File: config.mk
export PLATFORM = sky130hd
export DESIGN_NAME = axis_traffic_gen
export DESIGN_NICKNAME = d
export VERILOG_FILES = /design/src/rtl/axis_pkg.sv /design/src/rtl/axis_lfsr32.sv /design/src/rtl/axis_traffic_gen.sv
export SDC_FILE = /design/constraint.sdc
export NUM_CORES = 1
export LEC_CHECK = 0
export BUFFER_PORTS_ARGS = -buffer_cell sky130_fd_sc_hd__buf_2
export CORE_MARGIN = 2
export CORE_UTILIZATION = 52
export DETAILED_ROUTE_END_ITERATION = 7
export PLACE_DENSITY = 0.85
export SLEW_MARGIN = 20
export SYNTH_ARGS = -nofsm -noshare
export SYNTH_HDL_FRONTEND = slang
export SYNTH_SLANG_ARGS = --single-unit
File: constraint.sdc
create_clock -name aclk -period 2 [get_ports aclk]
set_clock_uncertainty 0.15 [all_clocks]
set_input_delay 0.2 -clock aclk [delete_from_list [all_inputs] [get_ports aclk]]
set_output_delay 0.2 -clock aclk [all_outputs]
set_load 0.005 [all_outputs]
File: src/rtl/axis_pkg.sv
// Shared types and constants for the AXI-stream traffic generator.
// Holds the FSM state encoding, the LFSR feedback mask and the LFSR step function.
// No logic of its own; imported by the generator top and the LFSR sub-module.
package axis_pkg;

  typedef enum logic [1:0] {
    IDLE = 2'd0,
    SEND = 2'd1,
    GAP  = 2'd2
  } state_t;

  // Galois feedback taps for x^32 + x^22 + x^2 + x + 1
  localparam logic [31:0] LFSR_MASK = 32'h8020_0003;

  // One right-shift Galois step
  function automatic logic [31:0] lfsr_next(input logic [31:0] p);
    return (p >> 1) ^ (p[0] ? LFSR_MASK : 32'h0);
  endfunction

endpackage

File: src/rtl/axis_lfsr32.sv
// 32-bit Galois LFSR with load and advance; a zero seed loads as 1 so the sequence never locks up.
// Latency: new state visible the cycle after load/advance.
// Backpressure: none internally; the caller only pulses advance on a handshake.
module axis_lfsr32
  import axis_pkg::*;
(
  input  logic        clk,
  input  logic        rst,
  input  logic        load,
  input  logic [31:0] seed,
  input  logic        advance,
  output logic [31:0] state
);

  logic [31:0] r_state;

  // Load takes priority over advance; all-zero is never a legal running state
  always_ff @(posedge clk) begin
    if (rst) begin
      r_state <= 32'h0;
    end else if (load) begin
      r_state <= (seed == 32'h0) ? 32'h1 : seed;
    end else if (advance) begin
      r_state <= lfsr_next(r_state);
    end
  end

  assign state = r_state;

endmodule

File: src/rtl/axis_traffic_gen.sv
// AXI-stream burst source: emits burst_len beats of incrementing or LFSR data with optional idle gaps.
// Latency: first beat valid the cycle after an accepted start; done pulses the cycle after the last handshake.
// Backpressure: holds m_valid/m_data/m_last stable while m_ready is low; m_valid never depends on m_ready.
module axis_traffic_gen
  import axis_pkg::*;
#(
  parameter int DATA_WIDTH = 32,
  parameter int LEN_WIDTH  = 8,
  parameter int GAP_WIDTH  = 4
) (
  input  logic                  aclk,
  input  logic                  areset,
  input  logic                  start,
  input  logic [LEN_WIDTH-1:0]  burst_len,
  input  logic [GAP_WIDTH-1:0]  gap,
  input  logic                  pattern_sel,
  input  logic [31:0]           seed,
  output logic [DATA_WIDTH-1:0] m_data,
  output logic                  m_valid,
  input  logic                  m_ready,
  output logic                  m_last,
  output logic                  busy,
  output logic                  done,
  output logic [LEN_WIDTH-1:0]  beat_cnt
);

  state_t               r_state;
  logic                 r_valid;
  logic                 r_last;
  logic                 r_busy;
  logic                 r_done;
  logic [LEN_WIDTH-1:0] r_cnt;
  logic [LEN_WIDTH-1:0] r_len;
  logic [GAP_WIDTH-1:0] r_gap;
  logic [GAP_WIDTH-1:0] r_gcnt;
  logic                 r_sel;
  logic [31:0]          r_inc;

  state_t               w_state_nxt;
  logic                 w_valid_nxt;
  logic                 w_last_nxt;
  logic                 w_busy_nxt;
  logic                 w_done_nxt;
  logic [LEN_WIDTH-1:0] w_cnt_nxt;
  logic [LEN_WIDTH-1:0] w_len_nxt;
  logic [GAP_WIDTH-1:0] w_gap_nxt;
  logic [GAP_WIDTH-1:0] w_gcnt_nxt;
  logic                 w_sel_nxt;
  logic [31:0]          w_inc_nxt;
  logic                 w_lfsr_load;
  logic                 w_lfsr_adv;
  logic [31:0]          w_lfsr_state;
  logic [31:0]          w_pattern;

  axis_lfsr32 u_lfsr (
    .clk     (aclk),
    .rst     (areset),
    .load    (w_lfsr_load),
    .seed    (seed),
    .advance (w_lfsr_adv),
    .state   (w_lfsr_state)
  );

  // State and registered outputs; synchronous reset aborts any burst without a done pulse
  always_ff @(posedge aclk) begin
    if (areset) begin
      r_state <= IDLE;
      r_valid <= 1'b0;
      r_last  <= 1'b0;
      r_busy  <= 1'b0;
      r_done  <= 1'b0;
      r_cnt   <= '0;
      r_len   <= '0;
      r_gap   <= '0;
      r_gcnt  <= '0;
      r_sel   <= 1'b0;
      r_inc   <= 32'h0;
    end else begin
      r_state <= w_state_nxt;
      r_valid <= w_valid_nxt;
      r_last  <= w_last_nxt;
      r_busy  <= w_busy_nxt;
      r_done  <= w_done_nxt;
      r_cnt   <= w_cnt_nxt;
      r_len   <= w_len_nxt;
      r_gap   <= w_gap_nxt;
      r_gcnt  <= w_gcnt_nxt;
      r_sel   <= w_sel_nxt;
      r_inc   <= w_inc_nxt;
    end
  end

  // Next-state and next-output decode; m_last is precomputed so it leaves a flop
  always_comb begin
    w_state_nxt = r_state;
    w_valid_nxt = r_valid;
    w_last_nxt  = r_last;
    w_busy_nxt  = r_busy;
    w_done_nxt  = 1'b0;
    w_cnt_nxt   = r_cnt;
    w_len_nxt   = r_len;
    w_gap_nxt   = r_gap;
    w_gcnt_nxt  = r_gcnt;
    w_sel_nxt   = r_sel;
    w_inc_nxt   = r_inc;
    w_lfsr_load = 1'b0;
    w_lfsr_adv  = 1'b0;

    case (r_state)
      IDLE: begin
        if (start) begin
          w_cnt_nxt = '0;
          if (burst_len != '0) begin
            w_len_nxt   = burst_len;
            w_gap_nxt   = gap;
            w_sel_nxt   = pattern_sel;
            w_inc_nxt   = seed;
            w_lfsr_load = 1'b1;
            w_busy_nxt  = 1'b1;
            w_valid_nxt = 1'b1;
            w_last_nxt  = (burst_len == LEN_WIDTH'(1));
            w_state_nxt = SEND;
          end else begin
            // Empty burst completes immediately
            w_done_nxt = 1'b1;
          end
        end
      end

      SEND: begin
        if (r_valid && m_ready) begin
          w_cnt_nxt  = r_cnt + LEN_WIDTH'(1);
          w_inc_nxt  = r_inc + 32'h1;
          w_lfsr_adv = r_sel;
          if (r_last) begin
            w_state_nxt = IDLE;
            w_valid_nxt = 1'b0;
            w_last_nxt  = 1'b0;
            w_busy_nxt  = 1'b0;
            w_done_nxt  = 1'b1;
          end else if (r_gap != '0) begin
            w_state_nxt = GAP;
            w_gcnt_nxt  = r_gap;
            w_valid_nxt = 1'b0;
            w_last_nxt  = 1'b0;
          end else begin
            w_last_nxt = (w_cnt_nxt == (r_len - LEN_WIDTH'(1)));
          end
        end
      end

      GAP: begin
        // gcnt counts the remaining idle cycles including the current one
        w_gcnt_nxt = r_gcnt - GAP_WIDTH'(1);
        if (r_gcnt == GAP_WIDTH'(1)) begin
          w_state_nxt = SEND;
          w_valid_nxt = 1'b1;
          w_last_nxt  = (r_cnt == (r_len - LEN_WIDTH'(1)));
        end
      end

      default: begin
        w_state_nxt = IDLE;
        w_valid_nxt = 1'b0;
        w_last_nxt  = 1'b0;
        w_busy_nxt  = 1'b0;
      end
    endcase
  end

  assign w_pattern = r_sel ? w_lfsr_state : r_inc;

  assign m_data   = w_pattern[DATA_WIDTH-1:0];
  assign m_valid  = r_valid;
  assign m_last   = r_last;
  assign busy     = r_busy;
  assign done     = r_done;
  assign beat_cnt = r_cnt;

endmodule
==> results_dict.tcl, run 1 <==
set metrics [dict create \
    cp.arrival_ns 2.14 \
    synthSimpleGateAreaFrac_pct 24.0 \
    synth_top_family_by_area "compound AO/OA/AOI/OAI gates" \
    syn_area_per_cell_um2 7.88 \
    htree_levels 3 \
    status "finished, violations left" \
    synthMuxAreaShare_pct 8.04 \
    synth_fa_ha_area_share_pct 1.12 \
    fin_crit_ns 2.01 \
    finalHoldViolCount 0 \
    async_flop_share_pct 0 \
    fin_hold_ws_ns 0.0347 \
    ys_seq_area_share_pct 33.7 \
    vias 6424 \
    wl_um 18600 \
    die_area_um2 11600 \
    drtIter0Drc 486 \
    p_leak_nw 3.14 \
    timing.final.crit_share_pct 101 \
    final.setup.tns_ns -0.0136 \
    drv_cap 0 \
    area_delta_synth_final_pct 35.0 \
    required_ns 2.12 \
    slew_violations 0 \
    synth-edff-count 0 \
    gp_congestion 0.935 \
    grtUsageTotal_pct 30.7 \
    cts_root_buf "clkbuf_8" \
    netlist_area_um2 5580 \
    clk_pin_slew_ns 0.10 \
    start_kind "flip-flop" \
    die_h_um 108 \
    cts_tree "built" \
    grt_max_degree 44 \
    avgViaCountPerCell 6.29 \
    final_nets 935 \
    dieWidth_um 108 \
    synthesis.nets 763 \
    ant_nets 0 \
    synth_compound_area_share_pct 24.7 \
    synth-xor-area-share_pct 3.70 \
    vdd.ir_drop.worst_v 0.000681 \
    cts_sinks 94 \
    worstSkewPairLatency_ns 0.39 \
    finalWorstSetupSlack_ns -0.0136 \
    synth_ff_type "dfxtp_1" \
    clk_path_buf_depth 2 \
    numCtsBuffers 9 \
    fmax_mhz 497 \
    yosysWarnings 0 \
    p_total_mw 6.93 \
    synth-seq-cells 94 \
    final_cell_mix "buf_4, buf_2, dfxtp_1" \
    setup_viol 1 \
    core_um2 10400 \
    crit_path_end_kind "flip-flop" \
    final_common_cell "buf_4" \
    dp_slack_ns -0.249 \
    powerDensity_nw_per_um2 919 \
    netlist_instances 709 \
    grt_pass1_wl_um 28500 \
    overflow 0 \
    tightestPinTransition_ns 0.509 \
    fp-row-count 37 \
    dp_hpwl_um 12300 \
    grt_pass1_vias 6074 \
    min_path_type "primary input to flip-flop" \
    path_class "flip-flop to flip-flop" \
    drc_errors 0 \
    rsz0062_at_grt "yes" \
    initial_core_util_pct 53.8 \
    crit_fanout 5 \
    fillers 723 \
    failed_checks "negative setup slack" \
    antenna_found_initial 0 \
    io_pins 93 \
    n_antenna_cell 0 \
    synthDistinctLibCells 58 \
    dr.pass1.iters 5 \
    final_layout_size_suffix_gt1_share_pct 34.1 \
    max_slew_margin_pct 66.1 \
    wl_per_cell_um 18.2 \
    portBuffers 92 \
]
==> routing by layer <==
| metal | wire [um] | track usage (%) | vias up | part of all wire [%] |
|---|---|---|---|---|
| met2 | 9060 | 51.6 | 365 | 49 |
| met1 | 7460 | 37.0 | 3020 | 40 |
| met3 | 1380 | 7.45 | 71 | 7.4 |
| met4 | 662 | 14.0 | 0 | 3.6 |
| met5 | 0 | 0 | - | 0 |
| li1 | - | - | 2968 | - |
==> final timing paths <==
| kind | cells after the start | startpoint | slack (ns) | endpoint |
|---|---|---|---|---|
| worst max-delay path | 8 | r_inc[0] | -0.01 | r_inc[21] |
| worst min-delay path | 3 | seed[10] | 0.03 | r_inc[10] |
| worst min register to register | 2 | r_len[7] | 0.33 | r_len[7] |
| worst max register to register | 8 | r_inc[0] | -0.01 | r_inc[21] |
==> cell usage after synthesis (7+ instances only) <==
cell / instances / share of area, %
nor3_1: 14 / 1.3
and2_1: 7 / 0.78
clkbuf_1: 38 / 2.6
o22ai_1: 8 / 0.90
mux2_2: 31 / 6.3
nand2_1: 77 / 5.2
nor4_1: 16 / 1.8
a22oi_1: 27 / 3.6
buf_2: 12 / 1.1
mux2i_1: 10 / 1.8
inv_1: 7 / 0.47
nor2_1: 80 / 5.4
xnor2_1: 15 / 2.4
nand3_1: 31 / 2.8
nand4_1: 10 / 1.1
o21ai_0: 39 / 3.5
dfxtp_1: 94 / 34
a21oi_1: 54 / 4.8
a211oi_1: 45 / 6.0
==> worst max-delay path, cell delays in order (launching register included) <==
cell      delay (ns)
dfxtp_2         0.36
buf_6           0.12
nand3_4         0.07
nor4_4          0.35
buf_4           0.18
nand2_2         0.05
or4_4           0.44
o21ai_2         0.08
a211oi_1        0.09
==> stage by stage <==
| step | cells | utilization, % | area [um2] |
|---|---|---|---|
| global route | 1022 | 72.7 | 7540 |
| finish | 1022 | 72.7 | 7540 |
| CTS | 1019 | 70.1 | 7260 |
| floorplan | 709 | - | 5600 |
| detailed placement | 977 | 65.1 | 6750 |
| global placement | 977 | 65.1 | 6750 |
==> flip-flops by register name, summed over array words and instances (netlist names) <==
| name | flops |
|---|---|
| busy | 1 |
| r_sel | 1 |
| r_inc | 32 |
| beat_cnt | 8 |
| done | 1 |
| r_gcnt | 4 |
| m_last | 1 |
| u_lfsr.state | 32 |
| r_gap | 4 |
| r_state | 2 |
| r_len | 8 |
==> what timing repair did <==
item	4_1_cts	5_1_grt
gates resized for setup	13	62
endpoints found under the hold margin	21	0
gates cloned	0	1
pin swaps	6	24
setup endpoints to repair	34	44
buffers inserted	5	4
hold buffers	21	0
==> area by class of cell <==
class	instances	area (um2)	share of cell area (%)
Clock buffer	11	141	1.88
Inverter	7	28.8	0.382
Timing Repair Buffer	216	1540	20.4
Sequential cell	94	1900	25.2
Clock inverter	5	81.3	1.08
Multi-Input combinational cell	553	3680	48.8
Tap cell	136	170	2.26
==> where the power goes <==
| part | switching [mW] | internal [mW] | total (mW) |
|---|---|---|---|
| Sequential | 0.323 | 2.19 | 2.52 |
| Combinational | 1.56 | 1.41 | 2.97 |
| Clock | 0.704 | 0.741 | 1.45 |
| Total | 2.59 | 4.34 | 6.93 |
==> cell families (layout without fill, tap and decap cells) <==
logic type,Yosys count,after routing
simple gates,275,275
mux,41,41
buf+inv,62,239
compound gates,210,210
xor+xnor,22,22
fa+ha+maj,5,5
flops,94,94
(Power assumes the default switching activity.)
==> inputs of run 2 (changes only) <==
--- a/config.mk
+++ b/config.mk
@@ -7,9 +7,10 @@
 export LEC_CHECK = 0
 export BUFFER_PORTS_ARGS = -buffer_cell sky130_fd_sc_hd__buf_2
 export CORE_MARGIN = 2
-export CORE_UTILIZATION = 52
+export CORE_UTILIZATION = 55
 export DETAILED_ROUTE_END_ITERATION = 7
-export PLACE_DENSITY = 0.85
+export PLACE_DENSITY = 0.86
+export SETUP_SLACK_MARGIN = 0.3
 export SLEW_MARGIN = 20
 export SYNTH_ARGS = -nofsm -noshare
 export SYNTH_HDL_FRONTEND = slang
==> constraint.sdc (replaced) <==
create_clock -name aclk -period 2.2 [get_ports aclk]
set_clock_uncertainty 0.15 [all_clocks]
set_input_delay 0.22 -clock aclk [delete_from_list [all_inputs] [get_ports aclk]]
set_output_delay 0.22 -clock aclk [all_outputs]
set_load 0.005 [all_outputs]
==> run 2 against run 1 <==
Net effect: the flow still finishes with violations (negative setup slack); final cell count down 2.8%; total power down 4.1%; critical path depth down 2; sequential share of layout area about the same; clock power down 9%; count of clock-buffer cells in the layout up 2; wire length up 18%; largest power group unchanged; highest routed layer unchanged.
==> results_dict.tcl, run 2 (synthesis gave the netlist of run 1 again) <==
set metrics [dict create \
    reg2reg_from "r_inc[23]" \
    rsz0062_at_grt "yes" \
    grt_max_degree 96 \
    final_cell_mix "buf_2, nor2_1, dfxtp_1" \
    worstSkewPairLatency_ns 0.38 \
    finalInstanceArea_um2 7630 \
    critPathLaunch "r_inc[23]" \
    wl_um 21900 \
    grt_pass1_wl_um 28100 \
    final.setup.tns_ns -0.0442 \
    cp.arrival_ns 2.36 \
    min_path_type "primary input to flip-flop" \
    ant_nets 0 \
    final_nets 909 \
    die_area_um2 11000 \
    status "finished, violations left" \
    place_area_um2 6450 \
    timing.final.crit_share_pct 102 \
    dp_hpwl_um 11400 \
    grt_pass1_vias 5849 \
    final_common_cell "buf_2" \
    drtIter0Drc 839 \
    hp-start "seed[27]" \
    wl_per_cell_um 22.0 \
    slew_violations 0 \
    required_ns 2.31 \
    powerDensity_nw_per_um2 871 \
    drv_cap 0 \
    fmax_mhz 446 \
    io_pins 93 \
    fin_crit_ns 2.24 \
    fin_util_pct 77.7 \
    setup_viol 1 \
    final_layout_size_suffix_gt1_share_pct 36.2 \
    tightestPinTransition_ns 0.459 \
    endpoint "r_inc[31]" \
    clk_path_buf_depth 2 \
    portBuffers 92 \
    p_leak_nw 3.10 \
    grtUsageTotal_pct 30.7 \
    finalHoldViolCount 0 \
    dieWidth_um 105 \
    layoutNonFillerInstCount 993 \
    crit_path_end_kind "flip-flop" \
    htree_levels 3 \
    reg2reg_depth 6 \
    cts_sinks 94 \
    path_class "flip-flop to flip-flop" \
    die_h_um 105 \
    n_antenna_cell 0 \
    fp-row-count 36 \
    antenna_found_initial 0 \
    gp_congestion 0.873 \
    core_um2 9820 \
    cts_root_buf "clkbuf_8" \
    max_slew_margin_pct 69.4 \
    dp.cells 924 \
    finalWorstSetupSlack_ns -0.0442 \
    vias 6837 \
    vdd.ir_drop.worst_v 0.000554 \
    area_delta_synth_final_pct 36.6 \
    overflow 0 \
    dr.pass1.iters 8 \
    failed_checks "negative setup slack" \
    r2r_end "r_inc[31]" \
    start_kind "flip-flop" \
    min_path_cells 3 \
    cts_tree "built" \
    reg2reg_setup_slack_ns -0.04 \
    initial_core_util_pct 56.9 \
    drc_errors 0 \
    crit_fanout 8 \
    avgViaCountPerCell 6.89 \
    clk_pin_slew_ns 0.10 \
    numCtsBuffers 9 \
    dp_slack_ns -0.0925 \
]
run 2: metal layers:
layer / global-route usage (%) / vias to the layer above / share of wire, % / wire (um)
met5: 0 / - / 0 / 0
met4: 9.33 / 0 / 7.1 / 1550
met3: 5.68 / 154 / 11 / 2380
met2: 53.8 / 578 / 47 / 10300
met1: 38.1 / 3189 / 35 / 7660
li1: - / 2916 / - / -
run 2: cell type report:
type,instances,area [um2]
sequential,94,1930
fill,611,2190
clock buffer,13,149
clock inverter,3,67.6
inverter,7,26.3
timing repair buffer,189,1500
tap,133,166
multi-input combinational,554,3790
run 2: through the flow:
step / total power, mW / hold WS, ns
after floorplan: 3.78 / 0.206
after global placement: 4.42 / 0.308
after detailed placement: 4.54 / 0.309
after CTS: 5.91 / 0.0108
after global routing: 6.87 / 0.0183
final: 6.64 / 0.00428
run 2: report_power, final:
| part | total, mW | switching, mW | leakage [nW] | internal (mW) |
|---|---|---|---|---|
| clock network | 1.32 | 0.646 | 0.104 | 0.675 |
| registers | 2.35 | 0.349 | 0.784 | 2.01 |
| logic | 2.97 | 1.60 | 2.21 | 1.37 |
run 2: timing repair:
action,CTS,global route
gates resized for setup,41,68
endpoints found under the hold margin,13,0
buffers inserted,11,18
setup endpoints to repair,55,96
gates cloned,0,11
pin swaps,21,29
hold buffers,13,0
run 2: worst max-delay path, stage by stage (launching register included):
cell	delay, ns
dfxtp_4	0.42
and4_2	0.29
nand3_1	0.23
nor2_2	0.22
nand3_1	0.12
o311a_1	0.41
o31ai_2	0.29
run 2: worst min path at each step:
stage	to	slack (ns)
global placement	r_gcnt[0]	0.31
global route	r_inc[0]	0.02
finish	u_lfsr.state[27]	0.004
detailed placement	r_gcnt[0]	0.31
CTS	r_inc[0]	0.01
floorplan	r_gap[2]	0.21
==> inputs of run 3 (changes only) <==
--- a/config.mk
+++ b/config.mk
@@ -14,4 +14,5 @@
 export SLEW_MARGIN = 20
 export SYNTH_ARGS = -nofsm -noshare
 export SYNTH_HDL_FRONTEND = slang
+export SYNTH_HIERARCHICAL = 1
 export SYNTH_SLANG_ARGS = --single-unit
==> run 3 against run 2 <==
Net effect: the flow now finishes without violations; largest power group unchanged; sequential power decreased by 3%; synthesized area rose by 1.5%; combinational power decreased by 19%; synthesized cell count grew 2.7%.
==> results_dict.tcl, run 3 <==
set metrics [dict create \
    status "complete, no violations" \
    yosysWarnings 6 \
    cts_tree "built" \
    synth-seq-cells 94 \
    io_pins 93 \
    fillers 641 \
    dp.cells 934 \
    vias 6547 \
    setup_viol 0 \
    p_total_mw 5.88 \
    worstSkewPairLatency_ns 0.38 \
    cp.arrival_ns 2.18 \
    ant_nets 0 \
    grt_pass1_wl_um 29100 \
    path_class "flip-flop to flip-flop" \
    synth.area.top_cells "dfxtp_1, a21oi_1, nor2_1, mux2_2, mux2i_1" \
    finalHoldViolCount 0 \
    dp_hpwl_um 11000 \
    yosys-top-cells-count "nor2_1, dfxtp_1, a21oi_1" \
    p_leak_nw 2.97 \
    path_cells "nor2b_4 > and3_4 > buf_4 > mux2i_1 > nor2_1 > a21oi_1 > nor2_1" \
    n_antenna_cell 0 \
    synth_fa_ha_area_share_pct 1.10 \
    wl_um 19800 \
    area_delta_synth_final_pct 31.5 \
    finalInstanceArea_um2 7450 \
    htree_levels 3 \
    synth_top_family_by_area "simple AND/OR/NAND/NOR gates" \
    clk_pin_slew_ns 0.10 \
    synthesis.nets 782 \
    final_nets 922 \
    fin_hold_ws_ns 0.00577 \
    crit_fanout 11 \
    gp_congestion 0.898 \
    slew_violations 0 \
    drc_errors 0 \
    seqCellArea_um2 1950 \
    initial_core_util_pct 55.9 \
    avgViaCountPerCell 6.49 \
    synth_ff_type "dfxtp_1" \
    die_h_um 105 \
    portBuffers 92 \
    yosysMostFrequentCell "nor2_1" \
    synth_compound_area_share_pct 21.0 \
    crit_path_end_kind "flip-flop" \
    synth_top_cell_by_area "dfxtp_1" \
    synthMuxAreaShare_pct 11.2 \
    fin_crit_ns 2.08 \
    place_area_um2 6380 \
    cp_slowest_cell "dfxtp_2" \
    async_flop_share_pct 0 \
    fp-row-count 37 \
    drtIter0Drc 801 \
    netlist_area_um2 5670 \
    fin_util_pct 73.5 \
    core_um2 10100 \
    grt_max_degree 66 \
    final_cell_mix "nor2_1, buf_2, a21oi_1" \
    wl_per_cell_um 19.6 \
    layoutNonFillerInstCount 1009 \
    crit_path_frequent_cell "nor2_1" \
    clk_path_buf_depth 2 \
    drv_cap 0 \
    syn_area_per_cell_um2 7.78 \
    timing.final.crit_share_pct 94.5 \
    die_area_um2 11100 \
    ys_seq_area_share_pct 33.2 \
    max_slew_margin_pct 47.7 \
    required_ns 2.31 \
    min_path_type "primary input to flip-flop" \
    multi_input_area_um2 3750 \
    synth-edff-count 0 \
    cpPeakStageDelay_ns 0.48 \
    dr.pass1.iters 6 \
    netlist_instances 728 \
    cts_sinks 94 \
    rsz0062_at_grt "yes" \
    dieWidth_um 105 \
    synthDistinctLibCells 59 \
    tightestPinTransition_ns 0.784 \
    start_kind "flip-flop" \
    overflow 0 \
    synth-xor-area-share_pct 3.86 \
    powerDensity_nw_per_um2 789 \
    dp_slack_ns 0.0933 \
    final.setup.tns_ns 0 \
    synthSimpleGateAreaFrac_pct 24.5 \
    fmax_mhz 481 \
    vdd.ir_drop.worst_v 0.000480 \
    final_common_cell "nor2_1" \
    cts_root_buf "clkbuf_8" \
    numCtsBuffers 9 \
    final_layout_size_suffix_gt1_share_pct 32.2 \
    grt_pass1_vias 5920 \
    grtUsageTotal_pct 31.9 \
    finalWorstSetupSlack_ns 0.122 \
    antenna_found_initial 0 \
    yosys.area.top_type_share_pct 33.2 \
]
-- run 3: cell types whose count changed in the layout (fill, tap and decap cells not counted), moves of 10 or more --
cell           previous run  this run
nor2_1                   74       116
a211oi_1                 43         6
a21oi_1                  52        83
dlygate4sd3_1            13        37
mux2i_1                   9        31
buf_4                    57        39
nand3_1                  28        16
a22oi_1                  17         6
o21ai_0                  32        21
a211oi_2                  2        12
-- run 3: worst paths after layout --
check / from / to / slack (ns) / cells past startpoint
setup reg to reg: r_state[0] / u_lfsr/state[12] / 0.12 / 7
setup / recovery: r_state[0] / u_lfsr/state[12] / 0.12 / 7
hold / removal: seed[9] / u_lfsr/state[9] / 0.006 / 3
hold reg to reg: r_gap[2] / r_gap[2] / 0.33 / 2
-- run 3: logic make-up after synthesis --
family / count (synthesis)
AO/OA/AOI/OAI: 191
XOR/XNOR: 25
adder cells (fa/ha/maj): 5
buffers and inverters: 62
flip-flops: 94
multiplexers: 60
AND/OR/NAND/NOR: 291
-- run 3: area by class of cell --
| class | count | area share, % |
|---|---|---|
| Multi-Input combinational cell | 572 | 50.4 |
| Sequential cell | 94 | 26.1 |
| Timing Repair Buffer | 180 | 17.9 |
| Tap cell | 136 | 2.28 |
| Clock buffer | 11 | 2.18 |
| Inverter | 11 | 0.554 |
| Clock inverter | 5 | 0.521 |
-- run 3: timing repair --
action	CTS	global route
setup buffers	11	9
gates cloned	1	1
gates resized for setup	41	48
hold buffers	37	0
hold endpoints to repair	37	0
setup endpoints to repair	71	69
pin swaps	11	24
-- run 3: routing by layer --
metal | wire, um | vias to the layer above | GRT usage, %
met5 | 0 | - | 0
met4 | 1170 | 0 | 14.7
met3 | 1980 | 129 | 4.33
met2 | 9500 | 530 | 54.7
met1 | 7110 | 2986 | 39.6
li1 | - | 2902 | -
-- run 3: worst max-delay path, delay by kind of cell (launching register included) --
kind	cells	cell delay (ns)
and+or+nand+nor	4	0.71
buffers and inverters	1	0.20
AOI/OAI and AO/OA	1	0.22
muxes	1	0.20
DFF	1	0.48
-- run 3: power breakdown --
part	switching [mW]	leakage, nW	internal [mW]
combinational	1.36	2.09	1.05
clock	0.672	0.101	0.520
sequential	0.304	0.785	1.97
total	2.34	2.97	3.54
